$ cat config.mk
export PLATFORM = sky130hd
export DESIGN_NAME = sparse_weight_encoder
export DESIGN_NICKNAME = d
export VERILOG_FILES = /design/src/rtl/sparse_pkg.sv /design/src/rtl/sparse_weight_encoder_top2_of_4.sv /design/src/rtl/sparse_weight_encoder.sv
export SDC_FILE = /design/constraint.sdc
export NUM_CORES = 1
export LEC_CHECK = 0
export CORE_UTILIZATION = 35
export CTS_CLUSTER_DIAMETER = 30
export DETAILED_ROUTE_END_ITERATION = 10
export PLACE_DENSITY = 0.68
export SLEW_MARGIN = 20
export SYNTH_ARGS = -nofsm -noshare
export SYNTH_HDL_FRONTEND = slang
export SYNTH_SLANG_ARGS = --single-unit
$ cat constraint.sdc
create_clock -name clk -period 21.1 [get_ports clk]
set_clock_uncertainty 0.15 [all_clocks]
set_input_delay 6.33 -clock clk [delete_from_list [all_inputs] [get_ports clk]]
set_output_delay 6.33 -clock clk [all_outputs]
set_load 0.1 [all_outputs]
$ cat src/rtl/sparse_pkg.sv
// Shared constants and types for the 2:4 sparse weight path; the activation-side
// selection mux imports this package so both sides agree on the sel layout.
package sparse_pkg;

    localparam int GROUP_LANES   = 8;
    localparam int HALF_LANES    = 4;
    localparam int KEEP_PER_HALF = 2;
    localparam int IDX_W         = 2;
    localparam int ELEM_W        = 8;

    // One nibble of sel per half: [1:0] first-slot index, [3:2] second-slot index.
    localparam int SEL_NIB_W = KEEP_PER_HALF * IDX_W;
    localparam int SEL_LO_LSB = 0;
    localparam int SEL_HI_LSB = SEL_NIB_W;
    localparam int SEL_A_OFS  = 0;
    localparam int SEL_B_OFS  = IDX_W;

    typedef struct packed {
        logic [ELEM_W-1:0] val_a;
        logic [ELEM_W-1:0] val_b;
        logic [IDX_W-1:0]  idx_a;
        logic [IDX_W-1:0]  idx_b;
    } half_sel_t;

    // Unsigned magnitude of an int8; -128 maps to 128 (0x80) with no overflow.
    function automatic logic [ELEM_W-1:0] abs_mag(input logic [ELEM_W-1:0] w);
        return w[ELEM_W-1] ? (~w + ELEM_W'(1)) : w;
    endfunction

    function automatic logic [SEL_NIB_W-1:0] pack_nibble(input half_sel_t h);
        return {h.idx_b, h.idx_a};
    endfunction

endpackage

$ cat src/rtl/sparse_weight_encoder_top2_of_4.sv
// Picks the two largest-magnitude lanes of a 4-lane int8 half (ties to the lower
// index), returns them in index order, and counts the nonzero lanes dropped.
module top2_of_4
    import sparse_pkg::*;
(
    input  logic [HALF_LANES*ELEM_W-1:0] w_i,
    output half_sel_t                    sel_o,
    output logic [1:0]                   pruned_o
);

    logic [ELEM_W-1:0] lane [HALF_LANES];
    logic [ELEM_W-1:0] mag  [HALF_LANES];
    logic [IDX_W-1:0]  best;
    logic [IDX_W-1:0]  sec;

    always_comb begin
        for (int k = 0; k < HALF_LANES; k++) begin
            lane[k] = w_i[k*ELEM_W +: ELEM_W];
            mag[k]  = abs_mag(lane[k]);
        end

        // Strict compares keep the earliest lane on equal magnitudes.
        best = '0;
        for (int k = 1; k < HALF_LANES; k++) begin
            if (mag[k] > mag[best]) best = IDX_W'(k);
        end
        sec = (best == '0) ? IDX_W'(1) : '0;
        for (int k = 0; k < HALF_LANES; k++) begin
            if ((IDX_W'(k) != best) && (mag[k] > mag[sec])) sec = IDX_W'(k);
        end

        sel_o.idx_a = (best < sec) ? best : sec;
        sel_o.idx_b = (best < sec) ? sec : best;
        sel_o.val_a = lane[sel_o.idx_a];
        sel_o.val_b = lane[sel_o.idx_b];

        pruned_o = '0;
        for (int k = 0; k < HALF_LANES; k++) begin
            if ((lane[k] != '0) && (IDX_W'(k) != best) && (IDX_W'(k) != sec))
                pruned_o = pruned_o + 2'd1;
        end
    end

endmodule

$ cat src/rtl/sparse_weight_encoder.sv
// Streaming 2:4 weight compressor: two-stage valid/ready pipeline emitting packed
// values plus selector metadata, with tile-boundary marking and a pruning counter.
module sparse_weight_encoder
    import sparse_pkg::*;
#(
    parameter int TILE_GROUPS = 16,
    parameter int CNT_W       = 16
) (
    input  logic                          clk,
    input  logic                          rst,
    input  logic                          in_valid,
    output logic                          in_ready,
    input  logic [GROUP_LANES*ELEM_W-1:0] in_weights,
    output logic                          out_valid,
    input  logic                          out_ready,
    output logic [31:0]                   out_values,
    output logic [7:0]                    out_sel,
    output logic                          out_last,
    output logic [CNT_W-1:0]              pruned_cnt,
    input  logic                          cnt_clear
);

    localparam int TILE_W = (TILE_GROUPS > 1) ? $clog2(TILE_GROUPS) : 1;
    localparam logic [TILE_W-1:0] TILE_LAST = TILE_W'(TILE_GROUPS - 1);

    function automatic logic [CNT_W-1:0] sat_add(input logic [CNT_W-1:0] a,
                                                 input logic [2:0] b);
        logic [CNT_W:0] s;
        s = {1'b0, a} + (CNT_W + 1)'(b);
        return s[CNT_W] ? '1 : s[CNT_W-1:0];
    endfunction

    half_sel_t         lo_d, hi_d;
    half_sel_t         s1_lo_q, s1_hi_q;
    logic [1:0]        pr_lo, pr_hi;
    logic [2:0]        pruned_grp;
    logic              s1_valid_q, out_valid_q;
    logic              s1_ready, s2_ready, in_fire, out_fire;
    logic [31:0]       out_values_q;
    logic [7:0]        out_sel_q;
    logic [TILE_W-1:0] tile_cnt_q, tile_cnt_d;
    logic [CNT_W-1:0]  pruned_cnt_q, pruned_cnt_d;

    top2_of_4 u_lo (.w_i(in_weights[HALF_LANES*ELEM_W-1:0]),           .sel_o(lo_d), .pruned_o(pr_lo));
    top2_of_4 u_hi (.w_i(in_weights[GROUP_LANES*ELEM_W-1:HALF_LANES*ELEM_W]), .sel_o(hi_d), .pruned_o(pr_hi));

    assign pruned_grp = {1'b0, pr_lo} + {1'b0, pr_hi};
    assign s2_ready   = !out_valid_q || out_ready;
    assign s1_ready   = !s1_valid_q || s2_ready;
    assign in_ready   = s1_ready;
    assign in_fire    = in_valid && in_ready;
    assign out_fire   = out_valid_q && out_ready;

    always_comb begin
        pruned_cnt_d = pruned_cnt_q;
        if (cnt_clear)    pruned_cnt_d = '0;
        else if (in_fire) pruned_cnt_d = sat_add(pruned_cnt_q, pruned_grp);

        tile_cnt_d = tile_cnt_q;
        if (out_fire) tile_cnt_d = (tile_cnt_q == TILE_LAST) ? '0 : tile_cnt_q + 1'b1;
    end

    // S1: ranking result per half
    always_ff @(posedge clk) begin
        if (rst)           s1_valid_q <= 1'b0;
        else if (s1_ready) s1_valid_q <= in_valid;
    end

    always_ff @(posedge clk) begin
        if (in_fire) begin
            s1_lo_q <= lo_d;
            s1_hi_q <= hi_d;
        end
    end

    // S2: packed output beat
    always_ff @(posedge clk) begin
        if (rst) begin
            out_valid_q  <= 1'b0;
            out_values_q <= '0;
            out_sel_q    <= '0;
        end else if (s2_ready) begin
            out_valid_q <= s1_valid_q;
            if (s1_valid_q) begin
                out_values_q <= {s1_lo_q.val_a, s1_lo_q.val_b, s1_hi_q.val_a, s1_hi_q.val_b};
                out_sel_q    <= {pack_nibble(s1_hi_q), pack_nibble(s1_lo_q)};
            end
        end
    end

    always_ff @(posedge clk) begin
        if (rst) begin
            tile_cnt_q   <= '0;
            pruned_cnt_q <= '0;
        end else begin
            tile_cnt_q   <= tile_cnt_d;
            pruned_cnt_q <= pruned_cnt_d;
        end
    end

    assign out_valid  = out_valid_q;
    assign out_values = out_values_q;
    assign out_sel    = out_sel_q;
    assign out_last   = out_valid_q && (tile_cnt_q == TILE_LAST);
    assign pruned_cnt = pruned_cnt_q;

endmodule

# == Yosys cells after proc, flatten, opt, wreduce, memory -nomap -nowiden ==
# Index checks and enable logic that the tools add are counted.
# totals
output_inout_bits,59
inputBits,69
regBits,102
word_cells,233
# op_classes
magnitude_cmp,32
bitwise,24
n_mux,86
eq_ne,13
addsub,17
reduce_logical,47
# ops
cell,n
two-way mux 8 bit,40
binary-select mux 8 bit (select 2 bit),16
> comparator 8 bit,14
adder 8 x 1 -> 8 bit (second input constant),8
inverter 8 bit,8
nonzero test 8 bit,8
>= comparator 3 bit (second input constant),16
two-way mux 2 bit,22
inverter 2 -> 3 bit,14
logical AND 1 bit,27
adder 16 x 3 -> 17 bit,1
two-way mux 16 bit,1
!= test 2 bit (first input constant),8
adder 2 x 1 -> 2 bit (second input constant),4
!= test 1 x 2 -> 1 bit (first input constant),4
nonzero test 2 bit,4
two-way mux 1 bit,6
inverter 1 -> 3 bit,2
adder 1 x 1 -> 2 bit (second input constant),2
adder 4 x 1 -> 4 bit (second input constant),1
== test 4 bit (second input constant),1
logical NOT 2 bit,2
< comparator 2 bit,2
two-way mux 4 bit,1
other kinds (5),7

# == Logic depth before layout (Yosys ltp) ==
# Gate-level depths: netlist of run 1.
# depth
word_depth,59
depth_mapped,82
depth_no_buf,76

# == Cells and area by module ==
# From an unflattened synthesis of run 1, not the netlist that was laid out.
# hier_totals
cells_unflattened,1161
area_unflattened_um2,10013.4
# by_module_without_submodules
mod,instances,seq_area_each_um2,area_each_um2,cells_per_inst
sparse_weight_encoder,1,2442.3,3713.6,349
top2_of_4 at u_hi,1,0.0,3403.3,468
top2_of_4 at u_lo,1,0.0,2896.5,344

# == Least setup slack after synthesis of run 1 ==
# OpenSTA, ideal clock, no wires.
# synth_timing
path_kind,input -> register
start,in in_weights[40]
end,reg pruned_cnt_q[14] (netlist: pruned_cnt[14])
arrival_time_ns,20.131
setup_ns,0.128
cell_stages,75
path_buffers,8
t_required_ns,20.822
slack_ns,0.691
cell_sequence,clkbuf_1 inv_1 ha_1 nand2b_1 o41ai_1 xor2_1 inv_1 ha_1 a21o_1 a21oi_1 nor2b_1 a221oi_1 clkbuf_1 mux2_2 ha_1 a21o_1 a21o_1 a21o_1 [... 39 more ...] and2_0 clkbuf_1 a21oi_1 o32a_1 ha_1 nor2b_1 xnor2_1 mux2i_1 fa_1 inv_1 ha_1 a21o_1 nand3_1 or2_2 nor2_1 nand3_1 mux2i_1 nor2_1
# synth_via
elab_chain_cells,59
word_cells_on_any_way,74
classes_between,add/sub (6); order compare (7); eq/ne (6); mux (32); bitwise (7); reduce/logical (16)
# synth_rtl
item,line_no,text
start: declaration,sparse_weight_encoder.sv:13,"input logic [GROUP_LANES*ELEM_W-1:0] in_weights,"
inverter 8 bit,sparse_pkg.sv:27,return w[ELEM_W-1] ? (~w + ELEM_W'(1)) : w;
adder 8 x 1 -> 8 bit,sparse_pkg.sv:27,
two-way mux 8 bit,sparse_pkg.sv:27,
> comparator 8 bit,sparse_weight_encoder_top2_of_4.sv:25,if (mag[k] > mag[best]) best = IDX_W'(k);
two-way mux 1 bit,sparse_weight_encoder_top2_of_4.sv:25,
inverter 1 -> 3 bit (implied by the code),sparse_weight_encoder_top2_of_4.sv:25,
binary-select mux 8 bit (select 2 bit),sparse_weight_encoder_top2_of_4.sv:25,
two-way mux 8 bit (implied by the code) (2 in series),sparse_weight_encoder_top2_of_4.sv:25,
[... 42 more ...],n/a,
two-way mux 2 bit,sparse_weight_encoder_top2_of_4.sv:39,if ((lane[k] != '0) && (IDX_W'(k) != best) && (IDX_W'(k) != sec))
adder 2 x 1 -> 2 bit,sparse_weight_encoder_top2_of_4.sv:40,pruned_o = pruned_o + 2'd1;
two-way mux 2 bit,sparse_weight_encoder_top2_of_4.sv:39,
adder 2 x 1 -> 2 bit,sparse_weight_encoder_top2_of_4.sv:40,
two-way mux 2 bit (*),sparse_weight_encoder_top2_of_4.sv:39,
adder 2 x 2 -> 3 bit (*),sparse_weight_encoder.sv:47,"assign pruned_grp = {1'b0, pr_lo} + {1'b0, pr_hi};"
adder 16 x 3 -> 17 bit (*),sparse_weight_encoder.sv:29,"s = {1'b0, a} + (CNT_W + 1)'(b);"
two-way mux 16 bit (*),sparse_weight_encoder.sv:30,return s[CNT_W] ? '1 : s[CNT_W-1:0];
end signal: assignment,sparse_weight_encoder.sv:97,pruned_cnt_q <= pruned_cnt_d;
end: declaration,sparse_weight_encoder.sv:42,"logic [CNT_W-1:0] pruned_cnt_q, pruned_cnt_d;"
# Every way passes the cells marked *; elsewhere a longest branch is shown, timed or not. The select of a mux whose other input is x is not followed.
# A chain may end at the register's enable or synchronous reset.

# == Worst setup path in the final report of run 1 ==
# layout_timing
start,in in_weights[9]
end,reg pruned_cnt_q[13] (netlist: pruned_cnt[13])
# Same word-level chain as after synthesis.

==> results.md, run 1 <==
* P_sw at around 1.1 mW
* Cell area after synthesis at 10,000 um^2
* Slowest library cell on the worst path: sky130_fd_sc_hd__fa_1
* CP peak stage delay at 0.51 ns
* Slew at the pin closest to its max-slew limit at around 1.1 ns
* Number of enable-type register cells in the synthesized netlist at 40
* Area fraction in compound gates after synthesis at 0.195
* DRT iter0 DRCs at roughly 790
* Start point of the worst min-delay path: out_values[5]
* Root buffer selected by CTS: sky130_fd_sc_hd__clkbuf_16
* Startpoint kind of the worst setup timing path: input pin
* Sequential cell area fraction in the yosys report at 0.243
* Most common cell after layout, fill and taps aside: sky130_fd_sc_hd__nand2_1
* Xor and xnor fraction of the mapped netlist area at 0.0513
* Global-route wire length before repair at about 47 mm
* Initial standard-cell utilization of the core at 0.358
* Capture instance of the worst register-to-register path: pruned_cnt[14]
* GRT Util Overall at 0.203
* Top flip-flop cell by instance count after synthesis: sky130_fd_sc_hd__dfxtp_1
* Internal power consumption at around 1.1 mW
* Fillers at 2,710
* Synthesized area per cell at 8.37 um^2
* Total detailed-routing wirelength at 30.4 mm
* Critical Path RT at 21.18 ns
* Total area of multi-input combinational cells at 7180 um^2
* R2r worst-path depth at 10
* IO Count at 128
* CORE AREA at 28,000 um^2
* Critical setup path kind: input pin to flop
* Portion of netlist area occupied by mux cells at 0.133
* Drt pass-1 iters at 5
* DRC violation count after routing at 0
* Count of endpoints failing hold in the final timing report at 0
* Switching power share of the total at 0.491
* PwrDens at 183 nW/um^2
* Async SR Flop Fraction at 0
* Cell count after synthesis at 1,199
* Logic gate share of total power at 0.781
* Final total negative setup slack at 0 ns
* Final design utilization at 0.439
* Fmax at 0.0492 GHz
* Number of antenna violations at the first check in global routing at 0
* Area enclosed by the die boundary at approximately 29,000 um^2
* Critical path arrival at 20.39 ns
* # setup viols final at 0
* Clk Latency, worst-skew pair at 0.35 ns
* Status: finished, final reports clean
* Via count normalized by instance count at 5.59
* Growth of design area from synthesis to finish at 22.4%
* Flops & latches, synth at just over 100
* Final net count at between 1,500 and 2,000
* Total via count in the routed design at roughly 9,500
* Number of global-route vias before repair at between 8,000 and 9,000
* Maximum fanout along the worst path at 11
* Number of standard cells in the layout, taps in and fillers out at 1,700
* Maximum number of pins on one net before global-route repair at 49
* Number of slew-limit violations in the final report at 0
* Row cnt at between 60 and 70
* R2R Setup Slk at between 15 and 20 ns
* Fraction of power consumed by sequential logic at 0.147
* Quantity of hold-fixing buffers added after cts at 0
* TritonCTS clock tree: built
* Cell with the most instances on the worst path: sky130_fd_sc_hd__ha_1
* Startpoint of the most critical setup path: in_weights[9]
* Relative slew margins at 0.293
* VDD IR-drop max at 0.114 mV
* Post-Syn Nets at 1,384
* Weighted congestion reported at the end of routability-driven placement at approximately 0.91
* Total grt overflow at 0
* Width of the chip at 171 um
* Part of the power in the clock network at 0.072
* Dominant combinational cell family by area after synthesis: compound AO/OA/AOI/OAI gates
* Kind of path behind the tightest hold check: flop to flop
* Max Buffers Root-to-Sink at 2
* Worst R2R Start: out_valid
* Termination of the worst setup path: pruned_cnt[13]
* Leakage power of the design at roughly 5.0 nW
* Worst slack, placed at -0.0940 ns
* H-Tree Depth at 3
* Count of input and output buffers at 127
* Detailed Place HPWL at 23.6 mm
* Total power consumption of the routed design at 2.24 mW
* Adder-cell share of the synthesized area at 0.148
* Layout cell share with drive strength beyond 1 at 0.113
* Basic-gate share of the synthesized area counting and, or, nand and nor cells at 0.174
* Number of distinct library cells after synthesis at 76
* Most frequent cells in the layout: sky130_fd_sc_hd__nand2_1, sky130_fd_sc_hd__clkdlybuf4s50_1, sky130_fd_sc_hd__ha_1, sky130_fd_sc_hd__a21oi_1, sky130_fd_sc_hd__mux2i_1
* Diodes inserted at 0
* Final period demand of the worst path at between 20 and 25 ns
* Total CTS buffers at 9
* WL/cell at 17.9 um
* Clock slew at reported path FFs at about 0.070 ns
* Critical path capture point type: flop
* CTS sink count at between 100 and 150
* Vertical extent of the die at about 170 um
* Cell total after placement at 1,670
* Reported max-cap violation count at 0
* Final worst path period share at 0.963
* Final Worst Setup Slack at 0.788 ns
* Register area at between 2000 and 2500 um^2
* Warnings from Yosys at 0
* Remaining antenna violation count at 0
power by group through the flow:
stage / logic (mW) / clock network, mW / registers, mW
after detailed placement: 1.70 / 0 / 0.333
final: 1.75 / 0.162 / 0.329
after global placement: 1.66 / 0 / 0.332
after global routing: 1.91 / 0.175 / 0.335
after floorplan: 1.24 / 0 / 0.413
after CTS: 1.70 / 0.166 / 0.330
kinds of logic (layout without fill, tap and decap cells):
group	count (synthesis)	after routing
AND/OR/NAND/NOR	363	363
AO/OA/AOI/OAI	298	299
buffers and inverters	141	263
multiplexers	120	120
adder cells (fa/ha/maj)	117	117
flip-flops	102	102
XOR/XNOR	58	58
critical path, delay by kind of cell:
kind,cells,cell delay [ns]
compound gates,28,4.20
simple gates,22,3.46
buf+inv,5,1.04
mux,4,1.12
xor+xnor,3,0.55
fa+ha+maj,11,3.69
routing by layer:
metal / track usage / vias up / share of wire
li1: - / 4608 / -
met3: 0.0278 / 57 / 0.056
met1: 0.275 / 4540 / 0.45
met4: 0.0652 / 0 / 0.027
met5: 0 / - / 0
met2: 0.331 / 299 / 0.46
synth_stat cells (17+ instances only):
master	number	area [um^2]
sky130_fd_sc_hd__mux2_2	26	293
sky130_fd_sc_hd__nand4_1	22	138
sky130_fd_sc_hd__o21a_1	17	128
sky130_fd_sc_hd__o21ai_0	47	235
sky130_fd_sc_hd__nor3_1	22	110
sky130_fd_sc_hd__nor2_1	66	248
sky130_fd_sc_hd__nor2b_1	29	181
sky130_fd_sc_hd__a21o_1	20	150
sky130_fd_sc_hd__nand3_1	20	100
sky130_fd_sc_hd__dfxtp_1	62	1240
sky130_fd_sc_hd__a21oi_1	98	490
sky130_fd_sc_hd__xnor2_1	38	333
sky130_fd_sc_hd__ha_1	113	1410
sky130_fd_sc_hd__nand2_1	142	533
sky130_fd_sc_hd__clkbuf_1	53	199
sky130_fd_sc_hd__inv_1	74	278
sky130_fd_sc_hd__edfxtp_1	40	1200
sky130_fd_sc_hd__o22ai_1	18	113
sky130_fd_sc_hd__xor2_1	19	166
sky130_fd_sc_hd__mux2i_1	86	861
how the worst min path moves through the flow:
stage | to | slack [ns] | cells past startpoint
floorplan | tile_cnt_q[1] | 0.32 | 2
global placement | out_values[19] | 0.30 | 2
detailed placement | out_values[0] | 0.30 | 2
CTS | out_values[0] | 0.31 | 2
global route | out_values[5] | 0.32 | 2
finish | out_values[5] | 0.30 | 2
what timing repair did:
action / 4_1_cts / 5_1_grt
setup buffers: 0 / 13
resized for setup: 0 / 38
hold endpoints to repair: 0 / 0
setup endpoints to repair: 0 / 16
registers in the layout, summed over array words and instances, names as in the netlist:
name,count
s1_lo_q,20
out_sel,8
out_valid,1
tile_cnt_q,4
s1_hi_q,20
s1_valid_q,1
pruned_cnt,16
out_values,32
layout make-up:
| type | instances | share of cell area |
|---|---|---|
| multi-input cells | 957 | 0.584 |
| clock inverters | 7 | 0.00550 |
| inverters | 74 | 0.0226 |
| repair buffers | 173 | 0.132 |
| well taps | 378 | 0.0385 |
| flip-flops and latches | 102 | 0.199 |
| clock buffers | 9 | 0.0183 |
metrics by stage:
stage	hold slack, ns	area [um^2]
2_1_floorplan	0.316	10000
3_3_place_gp	0.296	11800
3_5_place_dp	0.296	11800
4_1_cts	0.306	12100
5_1_grt	0.324	12300
6_report	0.303	12300
(Power assumes the default switching activity.)
==> inputs of run 2 (changes only) <==
- CORE_MARGIN: not set -> 2
- SLEW_MARGIN: 20 -> 25
==> results.md, run 2 (synthesis gave the netlist of run 1 again) <==
* Status: finished, final reports clean
* Vertical extent of the die at 173 um
* # setup viols final at 0
* WL/cell at about 18 um
* Critical path capture point type: flop
* VDD IR-drop max at between 0.1 and 0.15 mV
* Most common cell after layout, fill and taps aside: sky130_fd_sc_hd__nand2_1
* Worst R2R Start: out_valid
* CORE AREA at 28,500 um^2
* Total CTS buffers at 9
* Row cnt at 62
* IO Count at approximately 130
* R2r worst-path depth at 10
* Reported max-cap violation count at 0
* TritonCTS clock tree: built
* Critical Path RT at 21.18 ns
* Critical path arrival at 20.41 ns
* DRT iter0 DRCs at 797
* Final worst path period share at 0.964
* Drt pass-1 iters at 5
* Via count normalized by instance count at ~5.6
* Number of slew-limit violations in the final report at 0
* R2R Setup Slk at ~18 ns
* Layout cell share with drive strength beyond 1 at 0.111
* Diodes inserted at 0
* Max reg flops at 32
* Relative slew margins at 0.303
* Most frequent cells in the layout: sky130_fd_sc_hd__nand2_1, sky130_fd_sc_hd__clkdlybuf4s50_1, sky130_fd_sc_hd__ha_1, sky130_fd_sc_hd__a21oi_1, sky130_fd_sc_hd__mux2i_1
* Total via count in the routed design at around 9,600
* Cell with the most instances on the worst path: sky130_fd_sc_hd__ha_1
* Area enclosed by the die boundary at 30,100 um^2
* Growth of design area from synthesis to finish at 22.3%
* Total detailed-routing wirelength at 31.2 mm
* CTS sink count at between 100 and 150
* Number of global-route vias before repair at 9,006
* Critical setup path kind: input pin to flop
* Clock slew at reported path FFs at ~0.07 ns
* Terminating pin of the worst hold path: out_values[5]
* CP peak stage delay at 0.62 ns
* Maximum fanout along the worst path at 11
* Maximum number of pins on one net before global-route repair at about 50
* Max Buffers Root-to-Sink at 2
* Detailed Place HPWL at 24.2 mm
* Worst-case hold slack at approximately 0.30 ns
* Initial standard-cell utilization of the core at 0.353
* Root buffer selected by CTS: sky130_fd_sc_hd__clkbuf_16
* Slew at the pin closest to its max-slew limit at 1.04 ns
* Weighted congestion reported at the end of routability-driven placement at 0.979
* Capture instance of the worst register-to-register path: pruned_cnt[14]
* Width of the chip at roughly 170 um
* DRC violation count after routing at 0
* Start point of the worst min-delay path: out_values[5]
* PwrDens at about 180 nW/um^2
* Number of antenna violations at the first check in global routing at 0
* Count of endpoints failing hold in the final timing report at 0
* Global-route wire length before repair at slightly below 50 mm
* Kind of path behind the tightest hold check: flop to flop
* Remaining antenna violation count at 0
* Fmax at 0.0492 GHz
* Final period demand of the worst path at 20.33 ns
* Count of input and output buffers at ~130
* Startpoint kind of the worst setup timing path: input pin
* Total grt overflow at 0
* Final design utilization at 0.431
* Slowest library cell on the worst path: sky130_fd_sc_hd__clkdlybuf4s50_1
* Final net count at 1,509
* Clk Latency, worst-skew pair at 0.34 ns
* Leakage power of the design at 4.94 nW
* GRT Util Overall at 0.199
* Number of instances on the worst hold path at 2
* H-Tree Depth at 3
run 2: power breakdown:
part | total, mW | switching (mW) | internal, mW | leakage, nW
clock | 0.157 | 0.0758 | 0.0817 | 0.134
sequential | 0.329 | 0.0197 | 0.309 | 0.894
combinational | 1.78 | 1.02 | 0.762 | 3.91
run 2: critical path, delay by kind of cell:
family / cells / cell delay [ns]
multiplexers: 4 / 0.99
AND/OR/NAND/NOR: 19 / 2.69
buffers and inverters: 7 / 1.49
AO/OA/AOI/OAI: 31 / 4.94
XOR/XNOR: 2 / 0.28
adder cells (fa/ha/maj): 12 / 3.65
run 2: how the worst max path moves through the flow:
stage                           endpoint  depth (start not counted)      startpoint
after floorplan           pruned_cnt[14]                         75  in_weights[40]
after global routing      pruned_cnt[13]                         73  in_weights[15]
after global placement    pruned_cnt[11]                         73   in_weights[8]
after detailed placement   pruned_cnt[5]                         72   in_weights[8]
final                     pruned_cnt[13]                         75   in_weights[0]
after CTS                  pruned_cnt[5]                         72   in_weights[8]
run 2: layout make-up:
| class | instances | area, um^2 |
|---|---|---|
| fillers | 2812 | 16200 |
| multi-input cells | 957 | 7140 |
| flip-flops and latches | 102 | 2440 |
| repair buffers | 180 | 1660 |
| well taps | 384 | 480 |
| inverters | 74 | 278 |
| clock buffers | 9 | 225 |
| clock inverters | 7 | 57.6 |
run 2: through the flow:
stage / area, um^2 / cells / TNS [ns] / setup WS (ns) / total power, mW
floorplan: 10000 / 1199 / 0 / 0.691 / 1.65
global placement: 11800 / 1686 / 0 / 0.0931 / 2.03
detailed placement: 11800 / 1686 / -0.648 / -0.0982 / 2.06
CTS: 12100 / 1702 / 0 / 0.192 / 2.23
global route: 12300 / 1713 / -0.0200 / -0.0124 / 2.46
finish: 12300 / 1713 / 0 / 0.766 / 2.27
run 2: repair_timing:
action,in CTS,in global routing
hold buffers,0,0
endpoints found under the setup margin,0,16
setup buffers,0,10
resized for setup,0,27
run 2: metal layers:
layer,part of all wire,up-vias,wire length (um),GRT usage
met5,0,-,0,0
met4,0.030,0,940,0.0766
met3,0.057,64,1780,0.0246
met2,0.47,312,14600,0.329
met1,0.44,4556,13900,0.265
li1,-,4618,-,-
